[src/rtl/run_ctrl_pkg.sv]
// Shared state encoding and halt-cause codes for the run/halt/step sequencer.
package run_ctrl_pkg;

  typedef enum logic [1:0] {
    HALT = 2'd0,
    RUN  = 2'd1,
    STEP = 2'd2
  } state_t;

  localparam logic [1:0] CAUSE_RESET = 2'd0;
  localparam logic [1:0] CAUSE_HALT  = 2'd1;
  localparam logic [1:0] CAUSE_BP    = 2'd2;
  localparam logic [1:0] CAUSE_STEP  = 2'd3;

endpackage

[src/rtl/run_counter.sv]
// Free-running wrap counter with synchronous reset and increment enable.
module run_counter #(
  parameter int CNT_W = 32
) (
  input  logic             clk,
  input  logic             reset,
  input  logic             inc,
  output logic [CNT_W-1:0] count
);

  always_ff @(posedge clk) begin
    if (reset) count <= '0;
    else if (inc) count <= count + CNT_W'(1);
  end

endmodule

[src/rtl/run_ctrl.sv]
// Run/halt/single-step sequencer producing the core commit enable.
// Optional PC breakpoint enabled by defining RUN_CTRL_BREAKPOINT_EN.
module run_ctrl
  import run_ctrl_pkg::*;
#(
  parameter int CNT_W     = 32,
  parameter bit RESET_RUN = 1'b1
) (
  input  logic             clk,
  input  logic             reset,
  input  logic             run_req,
  input  logic             halt_req,
  input  logic             step_req,
  input  logic [31:0]      PC,
  input  logic [31:0]      bp_addr,
  input  logic             bp_valid,
  output logic             core_en,
  output logic             halted,
  output logic [1:0]       halt_cause,
  output logic [CNT_W-1:0] cycle_cnt,
  output logic [CNT_W-1:0] instret_cnt
);

  state_t     state, state_nxt;
  logic [1:0] cause_nxt;
  logic       bp_hit;

`ifdef RUN_CTRL_BREAKPOINT_EN
  // skip lets execution resume from a breakpoint PC without re-triggering on it
  logic skip;

  always_ff @(posedge clk) begin
    if (reset) skip <= 1'b0;
    else if (state == HALT && (run_req || step_req)) skip <= 1'b1;
    else if (core_en) skip <= 1'b0;
  end

  assign bp_hit = bp_valid & (PC == bp_addr) & ~skip;
`else
  logic unused_bp;
  assign unused_bp = ^{bp_addr, bp_valid, PC};
  assign bp_hit    = 1'b0;
`endif

  always_ff @(posedge clk) begin
    if (reset) begin
      state      <= RESET_RUN ? RUN : HALT;
      halt_cause <= CAUSE_RESET;
    end else begin
      state      <= state_nxt;
      halt_cause <= cause_nxt;
    end
  end

  always_comb begin
    state_nxt = state;
    cause_nxt = halt_cause;
    core_en   = 1'b0;
    case (state)
      HALT: begin
        if (run_req) state_nxt = RUN;
        else if (step_req) state_nxt = STEP;
      end
      RUN: begin
        core_en = ~halt_req & ~bp_hit;
        if (halt_req) begin
          state_nxt = HALT;
          cause_nxt = CAUSE_HALT;
        end else if (bp_hit) begin
          state_nxt = HALT;
          cause_nxt = CAUSE_BP;
        end
      end
      STEP: begin
        core_en   = 1'b1;
        state_nxt = HALT;
        cause_nxt = CAUSE_STEP;
      end
      default: state_nxt = HALT;
    endcase
    if (reset) core_en = 1'b0;
  end

  assign halted = (state == HALT);

  run_counter #(.CNT_W(CNT_W)) u_cycle (
    .clk   (clk),
    .reset (reset),
    .inc   (1'b1),
    .count (cycle_cnt)
  );

  run_counter #(.CNT_W(CNT_W)) u_instret (
    .clk   (clk),
    .reset (reset),
    .inc   (core_en),
    .count (instret_cnt)
  );

endmodule

[config.mk]
export PLATFORM = sky130hd
export DESIGN_NAME = run_ctrl
export DESIGN_NICKNAME = d
export VERILOG_FILES = /design/src/rtl/run_ctrl_pkg.sv /design/src/rtl/run_counter.sv /design/src/rtl/run_ctrl.sv
export SDC_FILE = /design/constraint.sdc
export NUM_CORES = 1
export LEC_CHECK = 0
export CAP_MARGIN = 20
export CORE_AREA = 4 4 95 88
export CTS_BUF_LIST = sky130_fd_sc_hd__clkbuf_2 sky130_fd_sc_hd__clkbuf_4 sky130_fd_sc_hd__clkbuf_8
export CTS_CLUSTER_SIZE = 30
export DETAILED_ROUTE_END_ITERATION = 10
export DIE_AREA = 0 0 99 92
export PLACE_DENSITY = 0.81
export SYNTH_ARGS = -nofsm -noshare
export SYNTH_HDL_FRONTEND = slang
export SYNTH_SLANG_ARGS = --single-unit
[constraint.sdc]
create_clock -name clk -period 2.79 [get_ports clk]
set_input_delay 0.4185 -clock clk [delete_from_list [all_inputs] [get_ports clk]]
set_output_delay 0.4185 -clock clk [all_outputs]
set_load 0.03 [all_outputs]
**Word level (Yosys, flattened, before mapping)**

Index checks and enable logic that the tools add are counted.

- $mul: 0
- $lt $le $gt $ge: 0
- Reduce and logical (&&, ||, !) cells: 4
- Multiplexer cells: 8
- Divide/modulo/power cells: 0
- Bitwise logic cells: 1
- Shift-type cells: 0
- Add/sub/neg operators: 2
- Eq/ne operators: 4

Operators with widths:

| kind | count |
|---|---|
| adder 32 x 1 -> 32 bit (second input constant) | 2 |
| 2-to-1 mux 2 bit | 4 |
| case mux 2 bit (2 select lines) | 2 |
| AND reduction 2 bit | 2 |
| inequality test 3 bit (second input constant) | 1 |
| == test 2 x 1 -> 1 bit (second input constant) | 1 |
| == test 2 bit (second input constant) | 1 |
| zero test 2 bit | 1 |
| inequality test 2 bit (second input constant) | 1 |
| case mux 1 bit (2 select lines) | 1 |
| nonzero test 2 bit | 1 |
| 2-to-1 mux 1 bit | 1 |
| NOT 1 bit | 1 |

- Bits in latches: 0
- Memories: 0
- Bits in writable memories: 0
- Bits in read-only memories: 0
- Input bits: 70
- Register bits: 68
- Word-level logic and storage cells: 23
- Output and inout bits: 68

**Longest topological paths before layout**

Gate-level depths: netlist of the first run.

- Word-level depth: 3
- Mapped depth: 8
- Mapped depth without buffers: 7

**Hierarchy**

Synthesis of the first run repeated with hierarchy kept, for this count alone.

- Cells, all modules: 391
- Area, all modules: 3355.7 um^2

Modules (own cells, without submodules):

| module | sequential area each (um^2) | instances | cells an instance | area each (um^2) |
|---|---|---|---|---|
| run_counter | 640.6 | 2 | 181 | 1564.0 |
| run_ctrl | 80.1 | 1 | 29 | 227.7 |

**Least setup slack after synthesis of the first run**

OpenSTA, ideal clock, no wires.

- Kind: reg-to-reg
- From: reg u_instret.count[7]
- To: reg u_instret.count[27]
- Path slack: 0.751 ns
- Buffers on the path: 0
- Period minus slack after synthesis: 2.039 ns
- Cell stages (with the launch flop): 6
- Data arrival time: 1.918 ns
- Library setup time: 0.121 ns
- Data required time: 2.669 ns
- Path through: dfxtp_1 and3_4 o2111ai_2 or3_4 nor4_2 mux2_2

- Word-level cells in the longest chain between the ends: 1

RTL lines:

| what | RTL line | text |
|---|---|---|
| from (decl) | run_counter.sv:8 | `output logic [CNT_W-1:0] count` |
| from (signal assigned) | run_counter.sv:13 | `else if (inc) count <= count + CNT_W'(1);` |
| adder 32 x 1 -> 32 bit | run_counter.sv:13 |  |

Every way passes these cells.
A chain may end at the register's enable or synchronous reset.

**Final worst setup path of the first run**

- From: reg state[0]
- To: out core_en

- Word-level cells in the longest chain between the ends: 3
- Elaborated cells between the ends (all ways): 4
- Those cells by class: eq/ne: 2; mux: 2

RTL lines:

| what | RTL line | text |
|---|---|---|
| from (decl) | run_ctrl.sv:24 | `state_t state, state_nxt;` |
| from (signal assigned) | run_ctrl.sv:47 | `state <= RESET_RUN ? RUN : HALT;` |
| from (signal assigned) | run_ctrl.sv:50 | `state <= state_nxt;` |
| == test 2 bit / == test 2 x 1 -> 1 bit (equally long branches) | run_ctrl.sv:59 | `case (state)` |
| case mux 1 bit (2 select lines) (*) | run_ctrl.sv:59 |  |
| 2-to-1 mux 1 bit (*) | run_ctrl.sv:81 | `if (reset) core_en = 1'b0;` |
| to (decl) | run_ctrl.sv:17 | `output logic core_en,` |

Every way passes the cells marked *; elsewhere a longest branch is shown, timed or not.

==> results of run 1 <==
power by group:
| group | switching [mW] | leakage, nW | internal (mW) | total (mW) |
|---|---|---|---|---|
| sequential | 0.0116 | 0.549 | 0.982 | 0.994 |
| clock | 0.389 | 0.105 | 0.525 | 0.915 |
| combinational | 0.0885 | 0.790 | 0.0561 | 0.145 |
| total | 0.490 | 1.44 | 1.56 | 2.05 |
worst register-to-register path, stage by stage (launching register included):
cell and delay (ps):
dfxtp_1 320, inv_1 70, ha_1 220, and2b_2 240, o2111ai_2 140, or3_4 430, nor4_2 230, mux2_2 360
area by class of cell:
cell class | instances | share of cell area [%]
multi-input cells | 281 | 41.00
flip-flops and latches | 68 | 32.11
repair buffers | 78 | 17.95
clock buffers | 10 | 3.247
well taps | 96 | 2.834
clock inverters | 6 | 2.066
inverters | 9 | 0.7969
cells by family (layout without fill, tap and decap cells):
family / count (synthesis) / count (layout) / synth area share [%]
buf+inv: 21 / 103 / 2.672
simple gates: 194 / 194 / 32.61
compound gates: 28 / 28 / 4.951
flops: 68 / 68 / 42.75
xor+xnor: 51 / 51 / 14.03
fa+ha+maj: 5 / 5 / 1.965
mux: 3 / 3 / 1.022
metrics by stage:
step / instance area, um2 / cells / power, mW / util (%)
after floorplan: 3184 / 370 / 1.108 / -
after global placement: 4014 / 532 / 1.158 / 54.28
after detailed placement: 4014 / 532 / 1.162 / 54.28
after CTS: 4239 / 548 / 2.083 / 57.33
after global routing: 4239 / 548 / 2.145 / 57.33
final: 4239 / 548 / 2.053 / 57.33
per-layer routing:
layer | GRT usage, % | wire, um
met5 | 0 | 0
met4 | 6.826 | 107
met3 | 5.247 | 345
met2 | 29.81 | 3781
met1 | 20.23 | 3392
synth_stat cells, types with 2 or more instances:
library cell,number
o21ai_0,10
mux2_2,2
buf_2,2
nor4_1,13
nand2_1,25
dfxtp_1,68
or3_1,7
xor2_1,29
nor2_1,63
nand3_1,17
inv_1,9
and4_1,7
and3_1,8
nand2b_1,3
clkbuf_1,7
nand4_1,19
nor3_1,10
nor2b_1,5
and2_1,3
buf_1,2
xnor2_1,22
nand4b_1,3
ha_1,5
a21oi_1,13
sequential cells by signal, summed over array words and instances, names as in the netlist:
| register | flops |
|---|---|
| u_cycle.count | 32 |
| u_instret.count | 32 |
| halt_cause | 2 |
| state | 2 |
worst paths after layout:
kind / startpoint / end
worst min register to register: u_cycle.count[0] / u_cycle.count[0]
worst min-delay path: u_cycle.count[0] / u_cycle.count[0]
worst max-delay path: state[0] / core_en
worst max register to register: state[1] / u_instret.count[27]
==> impl_metrics.tcl, run 1 <==
set metrics [dict create \
    cts_buffers 9 \
    routed_wl_um 7627 \
    cts_root_buf "clkbuf_8" \
    synth.ff_latch_count 68 \
    endpoint_kind "primary output" \
    core_area_um2 7395 \
    crit_path_max_fanout 4 \
    synth_seq_area_share_pct 42.75 \
    rsz0062_at_grt "false" \
    multi_input_area_um2 1738 \
    cts_max_path_buffers 2 \
    syn_area_um2 3184 \
    initial_utilization_pct 43.06 \
    vdd_ir_drop_max_mv 0.2250 \
    hp-class "flip-flop to flip-flop" \
    min_period_ps 2551 \
    drt_iter0_drc 88 \
    track_usage_pct 17.40 \
    hold-worst-slack_ps 458.6 \
    regArea_um2 1361 \
    netlist_instances 370 \
    post_cts_resize_count 0 \
    pwr_density_cell_nw_per_um2 484.4 \
    synth_edf_count 0 \
    async_reset_ff_share_pct 0 \
    p_leak_nw 1.444 \
    fin_ws_ps 239.5 \
    fin_skew_ps 8.491 \
    slew_headroom_pct 59.47 \
    setup_tns_ps 0 \
    maxSlewViolCount 0 \
    tightest_slew_ps 603.4 \
    drive_gt1_share_pct 7.301 \
    final_common_cell "clkdlybuf4s50_1" \
    grt_pass1_wl_um 12980 \
    num-fill-cells 660 \
    clock_latency_ps 350 \
    antenna_left 0 \
    cts_num_sinks 68 \
    synthesis.nets 445 \
    critical_path_class "flip-flop to primary output" \
    wl_per_cell_um 13.92 \
    fin_nets 522 \
    whs_path_depth 1 \
    synth_top_area_share_pct 42.75 \
    io_buffer_count 72 \
    die_w_um 99 \
    synth_ff_type "dfxtp_1" \
    first_pass_iters 4 \
    grt_pass1_vias 2952 \
    final_hold_viol_count 0 \
    cp_common_cell "inv_1" \
    cp_num_cells 6 \
    regToRegSetupSlack_ps 660 \
    syn_avg_cell_area_um2 8.606 \
    reg2reg_depth 7 \
    antenna_cells_inserted 0 \
    path_delay_family "buffers and inverters" \
    start_kind "flip-flop" \
    overflow 0 \
    path_buf_inv 3 \
    crit_arrival_ps 2130 \
    critPathSlowestCell "clkdlybuf4s50_1" \
    row_count 30 \
    hold_buffers 0 \
    max_freq_mhz 392.1 \
    area_delta_synth_final_pct 33.12 \
    viasPerCell 5.330 \
    required_ps 2370 \
    drcViolationCount 0 \
    synth_area_leader_cell "dfxtp_1" \
    dp_worst_setup_slack_ps 306.3 \
    min_period_over_period_pct 91.42 \
    grt_antenna_before_repair 0 \
    fp.dieArea_um2 9108 \
    yosysUniqueCellTypes 42 \
    cp_cell_sequence "inv_1, ha_1, nor2b_1, o21ai_1, inv_1, clkdlybuf4s50_1" \
    synth_area_leaders "dfxtp_1 (43%), xor2_1 (8.0%), nor2_1 (7.4%)" \
    grt_max_degree 33 \
    die_y_um 92 \
    drv_cap 0 \
    vias 2921 \
    slowest_delay_ps 660 \
    gp_congestion 0.7765 \
    postCtsSetupRepairBufs 0 \
    layout_common_cells "clkdlybuf4s50_1 (71), dfxtp_1 (68), nor2_1 (63)" \
    pin_count 138 \
    status "finished clean" \
    cts_tree "done" \
    setup_violations 0 \
    yosysWarnings 0 \
    dpl.hpwl_um 5441 \
    h-tree-depth 3 \
    path_clk_slew_ps 80 \
]
No activity file was read; power rests on OpenSTA's default activity.
==> run 2, diff against run 1 <==
clock period = 2.5 ns   (was 2.79 ns; I/O delays follow)
==> impl_metrics.tcl, run 2 (synthesis results as in run 1) <==
set metrics [dict create \
    layout_common_cells "clkdlybuf4s50_1 (70), dfxtp_1 (68), nor2_1 (63)" \
    cts_num_sinks 68 \
    p_leak_nw 1.456 \
    fin_nets 524 \
    drt_iter0_drc 82 \
    r2r-start "state[1]" \
    max_freq_mhz 436.0 \
    p_seq_share_pct 50.2 \
    instances_no_fill 550 \
    viasPerCell 5.198 \
    crit_start "state[1]" \
    place_inst 534 \
    clockPowerShare_pct 42.5 \
    hold_path_end "u_instret.count[4]" \
    cts_max_path_buffers 2 \
    crit_arrival_ps 1920 \
    fin_skew_ps 5.674 \
    dp_worst_setup_slack_ps 36.43 \
    fin_ws_ps 206.2 \
    endpoint_kind "primary output" \
    whs_path_depth 2 \
    maxSlewViolCount 0 \
    routed_wl_um 7486 \
    io_buffer_count 72 \
    cts_root_buf "clkbuf_8" \
    slew_headroom_pct 59.38 \
    required_ps 2120 \
    setup_violations 0 \
    min_period_ps 2294 \
    postCtsSetupRepairBufs 0 \
    grt_pass1_wl_um 12360 \
    comb_power_share_pct 7.4 \
    clock_latency_ps 340 \
    regToRegSetupSlack_ps 320 \
    h-tree-depth 3 \
    grt_max_degree 53 \
    drive_gt1_share_pct 7.709 \
    worstHoldStart "reset" \
    switching_power_mw 0.5146 \
    final_hold_viol_count 0 \
    crit_path_max_fanout 4 \
    critical_path_class "flip-flop to primary output" \
    r2r-end "u_instret.count[29]" \
    start_kind "flip-flop" \
    min_period_over_period_pct 91.75 \
    die_w_um 99 \
    netSwitchingFraction_pct 23.26 \
    overflow 0 \
    status "finished clean" \
    area_delta_synth_final_pct 33.12 \
    pwr_density_cell_nw_per_um2 522.0 \
    path_clk_slew_ps 70 \
    die_y_um 92 \
    drcViolationCount 0 \
    dpl.hpwl_um 5375 \
    pin_count 138 \
    initial_utilization_pct 43.06 \
    rsz0062_at_grt "false" \
    cts_tree "done" \
    setup_tns_ps 0 \
    row_count 30 \
    grt_pass1_vias 2777 \
    vias 2859 \
    fp.dieArea_um2 9108 \
    antenna_cells_inserted 0 \
    final_common_cell "clkdlybuf4s50_1" \
    antenna_left 0 \
    tightest_slew_ps 604.7 \
    first_pass_iters 4 \
    gp_congestion 0.7998 \
    track_usage_pct 16.46 \
    hp-class "primary input to flip-flop" \
    vdd_ir_drop_max_mv 0.4211 \
    drv_cap 0 \
    grt_antenna_before_repair 0 \
    p_int_mw 1.698 \
    top_regs "u_cycle.count (32), u_instret.count (32)" \
    cts_buffers 9 \
    wl_per_cell_um 13.61 \
    core_area_um2 7395 \
    reg2reg_depth 7 \
]
[run 2: metal layers]
layer | global-route usage, % | wire length (um)
met1 | 19.63 | 3482
met2 | 28.13 | 3609
met3 | 4.335 | 310
met4 | 6.371 | 82
met5 | 0 | 0
[run 2: power by group through the flow]
| stage | Clock (mW) | Combinational, mW | Sequential [mW] |
|---|---|---|---|
| floorplan | 0 | 0.0833 | 1.15 |
| global placement | 0 | 0.161 | 1.13 |
| detailed placement | 0 | 0.163 | 1.13 |
| CTS | 0.970 | 0.163 | 1.11 |
| global route | 1.01 | 0.177 | 1.11 |
| finish | 0.940 | 0.163 | 1.11 |
[run 2: worst max-delay path by stage]
| stage | to | slack (ps) |
|---|---|---|
| after global placement | u_instret.count[27] | 110 |
| final | core_en | 210 |
| after floorplan | u_instret.count[27] | 460 |
| after detailed placement | u_instret.count[29] | 40 |
| after global routing | core_en | 120 |
| after CTS | core_en | 210 |
[run 2: worst max-delay path, stage by stage, from the launching register on]
cell and delay, ps:
dfxtp_1 370, inv_1 90, ha_1 350, nor2b_1 200
o21ai_1 120, inv_1 60, dlygate4sd2_1 390
[run 2: cell type report]
cell class	count	area [um2]
clock buffers	13	166.4
clock inverters	3	45.04
fillers	675	3156
inverters	9	33.78
multi-input cells	281	1738
flip-flops and latches	68	1361
well taps	96	120.1
repair buffers	80	774.5
[run 2: timing repair]
action,in CTS,in global routing
endpoints found under the setup margin,1,0
hold buffers,0,0
gates resized for setup,1,0
[run 2: per-stage QoR]
stage | hold WS, ps | area (um2) | util [%] | power (mW)
2_1_floorplan | 497.2 | 3184 | - | 1.236
3_3_place_gp | 441.0 | 4029 | 54.48 | 1.294
3_5_place_dp | 450.6 | 4029 | 54.48 | 1.298
4_1_cts | 330.3 | 4239 | 57.33 | 2.243
5_1_grt | 352.3 | 4239 | 57.33 | 2.299
6_report | 347.3 | 4239 | 57.33 | 2.213
==> run 3, diff against run 2 <==
CORE_AREA = 4 4 101 93   (was 4 4 95 88)
DIE_AREA = 0 0 105 97   (was 0 0 99 92)
PLACE_DENSITY = 0.75   (was 0.81)
clock period = 1.9 ns   (was 2.5 ns; I/O delays follow)
==> impl_metrics.tcl, run 3 (synthesis results as in run 1) <==
set metrics [dict create \
    switching_power_mw 0.7281 \
    fin_nets 564 \
    fin_skew_ps 13.92 \
    slew_headroom_pct 68.13 \
    fin_ws_ps -17.21 \
    met3_usage_pct 4.203 \
    comb_power_share_pct 9.4 \
    fp.dieArea_um2 10190 \
    use_met2_pct 27.58 \
    max_freq_mhz 521.6 \
    min_period_ps 1917 \
    grt_pass1_vias 3011 \
    p_seq_share_pct 47.3 \
    hp-class "primary input to flip-flop" \
    crit_arrival_ps 2150 \
    grt_use_met1_pct 21.35 \
    placed_area_um2 4324 \
    maxSlewViolCount 0 \
    drive_gt1_share_pct 20.04 \
    overflow 0 \
    cts_root_buf "clkbuf_8" \
    setup_violations 2 \
    vdd_ir_drop_max_mv 0.5329 \
    final_hold_viol_count 0 \
    grt_pass1_wl_um 14170 \
    final_common_cell "clkdlybuf4s50_1" \
    drt_iter0_drc 94 \
    pin_count 138 \
    critPathSlowestCell "or3_4" \
    total_power_mw 3.086 \
    vias 3081 \
    viasPerCell 5.169 \
    hold_buffers 0 \
    status "finished, violations left" \
    routed_wl_um 8601 \
    row_count 32 \
    top_regs "u_cycle.count (32), u_instret.count (32)" \
    core_area_um2 8408 \
    p_int_mw 2.358 \
    required_ps 2130 \
    grt_max_degree 43 \
    path_delay_family "simple AND/OR/NAND/NOR gates" \
    gp_congestion 0.7865 \
    grt_antenna_before_repair 0 \
    clockPowerShare_pct 43.3 \
    min_period_over_period_pct 100.9 \
    wl_per_cell_um 14.43 \
    pwr_density_cell_nw_per_um2 647.3 \
    crit_path_max_fanout 5 \
    cts_max_path_buffers 2 \
    slowest_delay_ps 400 \
    setup_tns_ps -29.97 \
    drv_cap 0 \
    cts_num_sinks 68 \
    die_w_um 105 \
    layout_common_cells "clkdlybuf4s50_1 (69), nor2_1 (63), dfxtp_1 (62)" \
    path_buf_inv 2 \
    tightest_slew_ps 474.3 \
    endpoint_kind "flip-flop" \
    violations "negative setup slack" \
    drcViolationCount 0 \
    dpl.hpwl_um 6117 \
    first_pass_iters 6 \
    cts_tree "done" \
    h-tree-depth 3 \
    area_delta_synth_final_pct 49.71 \
    p_leak_nw 1.828 \
    start_kind "flip-flop" \
    antenna_cells_inserted 0 \
    fin_area_um2 4767 \
    busiest_layer "met2" \
    critical_path_class "flip-flop to flip-flop" \
    io_buffer_count 72 \
    track_usage_pct 16.65 \
    netSwitchingFraction_pct 23.59 \
    initial_utilization_pct 37.87 \
    rsz0062_at_grt "true" \
    clock_latency_ps 350 \
    cp_cell_sequence "inv_1, ha_4, buf_4, o2111ai_2, or3_4, nor4_4, mux2_4" \
    die_y_um 97 \
    cts_buffers 9 \
    antenna_left 0 \
    path_clk_slew_ps 70 \
]
[run 3: changes by cell type in the layout (fill, tap and decap cells not counted), sizes merged]
cell           delta
buf              +41
clkinv            +3
clkbuf            -2
clkinvlp          -2
bufinv            +1
clkdlybuf4s50     -1
[run 3: per-stage QoR]
step                hold slack [ps]  cells  util [%]  setup slack (ps)
floorplan                     430.6    370         -             3.562
global placement              443.2    575     51.43            -305.9
detailed placement            462.0    575     51.43            -357.0
CTS                           441.4    592     54.73            -47.70
global route                  464.9    596     56.70            -102.9
finish                        447.5    596     56.70            -17.21
[run 3: final timing paths]
check / from / endpoint / slack, ps / cells past startpoint
max: state[0] / u_instret.count[29] / -20 / 7
min: reset / u_instret.count[14] / 450 / 3
max reg2reg: state[0] / u_instret.count[29] / -20 / 7
min reg2reg: u_cycle.count[0] / u_cycle.count[0] / 470 / 1
[run 3: power by group through the flow]
stage          registers, mW  clock network (mW)  logic [mW]
2_1_floorplan           1.52                   0       0.113
3_3_place_gp            1.49                   0       0.259
5_1_grt                 1.46                1.43       0.317
4_1_cts                 1.46                1.37       0.271
6_report                1.46                1.34       0.291
3_5_place_dp            1.49                   0       0.265
[run 3: worst register-to-register path: stages (launching register included)]
cell	delay, ps
dfxtp_2	330
inv_1	80
ha_4	270
buf_4	120
o2111ai_2	110
or3_4	400
nor4_4	170
mux2_4	320
[run 3: final cells by class]
cell class | instances | area [um2]
repair buffers | 120 | 1077
inverters | 9 | 36.28
multi-input cells | 281 | 1937
fillers | 744 | 3641
clock inverters | 5 | 75.07
well taps | 102 | 127.6
flip-flops and latches | 68 | 1369
clock buffers | 11 | 145.1
[run 3: what timing repair did]
| item | 4_1_cts | 5_1_grt |
|---|---|---|
| pin swaps | 1 | 7 |
| buffers inserted | 1 | 4 |
| gates resized for setup | 13 | 24 |
| endpoints found under the setup margin | 9 | 20 |
[run 3: routing by layer]
metal  wire (um)  vias up  part of all wire [%]
li1            -     1527                     -
met1        3751     1454                    44
met2        4294       93                    50
met3         475        7                   5.5
met4          79        0                  0.92
met5           0        -                     0
